--- src/rtl/empaquetador_2a8bits.sv ---
// Packs four valid 2-bit pairs into one byte and queues finished bytes in a
// two-entry FIFO with a sticky overflow flag for words that found no room.
module empaquetador_2a8bits #(
   parameter int MSB_FIRST = 1
) (
   input  logic       clk,
   input  logic       reset,
   input  logic       valid_in,
   input  logic [1:0] data_in,
   input  logic       pop,
   output logic       valid_out,
   output logic [7:0] data_out,
   output logic [1:0] occupancy,
   output logic       overflow_err
);

   // Drops a pair into its slot; slot order depends on MSB_FIRST.
   function automatic logic [7:0] place_pair(input logic [7:0] word,
                                             input logic [1:0] idx,
                                             input logic [1:0] pair);
      logic [7:0] res;
      logic [2:0] lsb;
      res = word;
      if (MSB_FIRST != 0) lsb = 3'd6 - {idx, 1'b0};
      else                lsb = {idx, 1'b0};
      res[lsb +: 2] = pair;
      return res;
   endfunction

   logic [1:0] pair_cnt_p0;
   logic [7:0] partial_p0;

   logic [7:0] mem_p1 [2];
   logic       rd_ptr_p1;
   logic       wr_ptr_p1;
   logic [1:0] count_p1;
   logic       ovf_p1;

   logic       push;
   logic       pop_ok;
   logic       accept;
   logic       drop;
   logic [7:0] word_in;

   always_comb begin
      word_in = place_pair(partial_p0, pair_cnt_p0, data_in);
      push    = valid_in && (pair_cnt_p0 == 2'd3);
      pop_ok  = pop && (count_p1 != 2'd0);
      // A full FIFO still takes a word when the head leaves on the same edge.
      accept  = push && ((count_p1 != 2'd2) || pop_ok);
      drop    = push && !accept;
   end

   // Stage 0: pair accumulation
   always_ff @(posedge clk or posedge reset) begin
      if (reset) begin
         pair_cnt_p0 <= 2'd0;
         partial_p0  <= 8'h00;
      end else if (valid_in) begin
         pair_cnt_p0 <= pair_cnt_p0 + 2'd1;
         if (push) partial_p0 <= 8'h00;
         else      partial_p0 <= word_in;
      end
   end

   // Stage 1: output FIFO
   always_ff @(posedge clk or posedge reset) begin
      if (reset) begin
         mem_p1[0] <= 8'h00;
         mem_p1[1] <= 8'h00;
         rd_ptr_p1 <= 1'b0;
         wr_ptr_p1 <= 1'b0;
         count_p1  <= 2'd0;
         ovf_p1    <= 1'b0;
      end else begin
         if (accept) begin
            mem_p1[wr_ptr_p1] <= word_in;
            wr_ptr_p1         <= ~wr_ptr_p1;
         end
         if (pop_ok) rd_ptr_p1 <= ~rd_ptr_p1;
         if (accept && !pop_ok)      count_p1 <= count_p1 + 2'd1;
         else if (pop_ok && !accept) count_p1 <= count_p1 - 2'd1;
         if (drop) ovf_p1 <= 1'b1;
      end
   end

   always_comb begin
      valid_out    = (count_p1 != 2'd0);
      data_out     = valid_out ? mem_p1[rd_ptr_p1] : 8'h00;
      occupancy    = count_p1;
      overflow_err = ovf_p1;
   end

endmodule
--- config.mk ---
export PLATFORM = sky130hd
export DESIGN_NAME = empaquetador_2a8bits
export DESIGN_NICKNAME = d
export VERILOG_FILES = /design/src/rtl/empaquetador_2a8bits.sv
export SDC_FILE = /design/constraint.sdc
export NUM_CORES = 1
export LEC_CHECK = 0
export CAP_MARGIN = 15
export CORE_MARGIN = 5
export CORE_UTILIZATION = 38
export DETAILED_ROUTE_END_ITERATION = 8
export HOLD_SLACK_MARGIN = 0.03
export PLACE_DENSITY = 0.68
export SLEW_MARGIN = 20
export SYNTH_ARGS = -nofsm -noshare
export SYNTH_HDL_FRONTEND = slang
export SYNTH_SLANG_ARGS = --single-unit
--- constraint.sdc ---
create_clock -name clk -period 2.7 [get_ports clk]
set_input_delay 0.81 -clock clk [delete_from_list [all_inputs] [get_ports clk]]
set_output_delay 0.81 -clock clk [all_outputs]
set_load 0.01 [all_outputs]
==> flow_metrics.tcl <==
set metrics [dict create \
    ir_drop_mv 0.5372 \
    drt_wl_total_microns 3196 \
    ys_seq_area_share_pct 48.97 \
    syn_inst 140 \
    via_per_inst 5.037 \
    synth_top_family_by_area "multiplexers" \
    start_kind "register" \
    min_path_type "register to register" \
    cts_hold_buf 0 \
    crit_path_max_incr_delay_ns 0.49 \
    synthTopCellsByArea "dfrtp_1, mux2_2, mux2i_1, ha_1, o22ai_1" \
    synth.top_cell.area_share_pct 48.97 \
    syn_area_sq_um 1584 \
    core_area_sq_um 4029 \
    cts.sinks 31 \
    stdcell_area_sq_um 1921 \
    worst_pin_slew_ns 0.4649 \
    regArea_sq_um 777.0 \
    multi_input_comb_area_sq_um 747.0 \
    ant_nets 0 \
    drt_iter0_markers 46 \
    gr-total-overflow 0 \
    die_area_sq_um 5560 \
    cts_root_buf "clkbuf_8" \
    p_leak_nw 0.8862 \
    grtUsageTotal_pct 13.21 \
    grt_pass1_wl_microns 5416 \
    synth_xor_area_share_pct 3.318 \
    cts_tree "yes" \
    rsz0062_at_grt "false" \
    final_net_count 175 \
    yosys.area.top_type "dfrtp_1" \
    cp_num_buf_inv 1 \
    synthSimpleGateAreaFrac_pct 12.40 \
    cts_buffers 5 \
    die_h_microns 74.57 \
    antenna_found_initial 0 \
    wire_per_inst_microns 14.93 \
    synth_nets 152 \
    setup_tns_ns 0 \
    initial_core_util_pct 39.32 \
    area_delta_synth_final_pct 21.25 \
    vias 1078 \
    path_clk_slew_ns 0.06 \
    num_antenna_cells 0 \
    ys_warn_count 0 \
    die_w_microns 74.57 \
    worst_hold_slack_ns 0.4566 \
    synth_compound_area_share_pct 10.11 \
    fin_crit_sh_pct 94.02 \
    first_global_vias 1107 \
    cp_top_family "simple AND/OR/NAND/NOR gates" \
    synth.area.mux_share_pct 16.43 \
    cp_max_fo 9 \
    yosys_register_bits 31 \
    hold_viol 0 \
    timing.fmax_ghz 0.3939 \
    status "completed" \
    insertion_delay_ns 0.28 \
    cp-end-kind "output pin" \
    dp_hpwl_microns 2286 \
    synth_fa_ha_area_share_pct 4.739 \
    fin_worst_skew_ns 0.003833 \
    placed_area_sq_um 1817 \
    max_slew_margin_pct 68.90 \
    critPathKind "register to output pin" \
    numPortBuffers 17 \
    fill_cells 393 \
    gp_congestion 0.7482 \
    fp-row-count 23 \
    power.total_w 0.002119 \
    crit_chain "nor2_2, nor2_1, clkdlybuf4s50_1" \
    drc_errors 0 \
    cts_buffer_depth 2 \
    slew_violations 0 \
    worstPathArrival_ns 1.73 \
    ios 18 \
    fin_util_pct 47.67 \
    yosysUniqueCellTypes 26 \
    maxCapViolations 0 \
    cpMaxStageDelayCell "clkdlybuf4s50_1" \
    grt_max_degree 32 \
    required_ns 1.89 \
    htree_num_levels 2 \
    drtPass1Iterations 4 \
    power_density_nw_per_um2 1103 \
    avgSynthCellArea_sq_um 11.31 \
    period_needed_ns 2.539 \
    drive_gt1_share_pct 20.12 \
    setup_viol 0 \
]
==> area by class of cell <==
cell class                      count  share of cell area (%)
Tap cell                           50                   3.257
Inverter                           13                   2.541
Clock buffer                        8                   5.212
Sequential cell                    31                   40.46
Timing Repair Buffer               19                   9.642
Multi-Input combinational cell     93                   38.89
==> synthesized netlist by cell type (all sizes together) <==
cell and n:
mux2 16, inv 13, o31ai 5, or3b 1, or4b 1, o22ai 9, dfrtp 31, xor2 4
o32a 1, and2 1, nand3b 4, nand2b 3, ha 6, buf 3, nor2 12, mux2i 8
o21ai 5, nand2 9, or2b 1, nor3 1, a22o 2, a21o 1, nor3b 1, xnor2 2
==> final timing paths <==
path	from	depth (start not counted)	slack, ns	end
max in group asynchronous	reset	3	1.49	rd_ptr_p1$_DFFE_PP0P_
hold / removal	overflow_err$_DFFE_PP0P_	1	0.46	overflow_err$_DFFE_PP0P_
setup / recovery	occupancy[0]$_DFFE_PP0P_	3	0.16	data_out[6]
min in group asynchronous	reset	3	0.91	mem_p1[4]$_DFFE_PP0P_
hold reg to reg	overflow_err$_DFFE_PP0P_	1	0.46	overflow_err$_DFFE_PP0P_
setup reg to reg	pair_cnt_p0[0]$_DFFE_PP0P_	5	0.66	partial_p0[7]$_DFFE_PP0P_
==> metal layers <==
metal	up-vias	track usage (%)	share of wire [%]
met5	-	0	0
met4	0	6.522	1.3
met3	5	3.378	3.5
met2	18	21.07	49
met1	523	16.61	46
li1	532	-	-
==> stage by stage <==
step | instances | worst slack [ns]
after floorplan | 140 | 0.8318
after global routing | 214 | 0.04253
final | 214 | 0.1614
after detailed placement | 206 | 0.2184
after global placement | 206 | 0.2809
after CTS | 214 | 0.09012
==> what timing repair did <==
action                                  CTS  global route
pin swaps                                 0             0
endpoints found under the setup margin    9             1
cloned                                    0             0
gates resized for setup                   1             1
setup buffers                             0             0
hold endpoints to repair                  0             0
==> report_power, final <==
part / switching (W) / internal (W)
logic: 0.000441 / 0.000462
clock network: 0.000168 / 0.000232
registers: 0.000170 / 0.000645
total: 0.000779 / 0.00134
==> cell usage in the layout, fill, tap and decap left out, types with 2 or more instances in the layout <==
master / instances
dfrtp_1: 30
clkdlybuf4s50_1: 17
mux2_2: 16
inv_1: 13
nor2_1: 11
nand2_1: 9
o22ai_1: 8
mux2i_1: 8
clkbuf_8: 7
ha_1: 6
o21ai_0: 5
o31ai_1: 5
xor2_1: 4
nand3b_1: 3
nand2b_1: 3
a22o_1: 2
xnor2_1: 2
buf_4: 2
==> state kept, by name (all words and copies together), names as in the netlist <==
register / cells
wr_ptr_p1: 1
overflow_err: 1
occupancy: 2
pair_cnt_p0: 2
mem_p1: 16
partial_p0: 8
rd_ptr_p1: 1
==> worst register-to-register path: stages (launching register included) <==
cell and delay [ns]:
dfrtp_1 0.52, inv_1 0.12, ha_1 0.37, or4b_4 0.53
o32a_1 0.32, o22ai_2 0.11
==> cells by family after synthesis <==
kind of cell | Yosys count
adder cells (fa/ha/maj) | 6
flip-flops | 31
multiplexers | 24
XOR/XNOR | 6
buffers and inverters | 16
AND/OR/NAND/NOR | 34
AO/OA/AOI/OAI | 23
(Power assumes the default switching activity.)
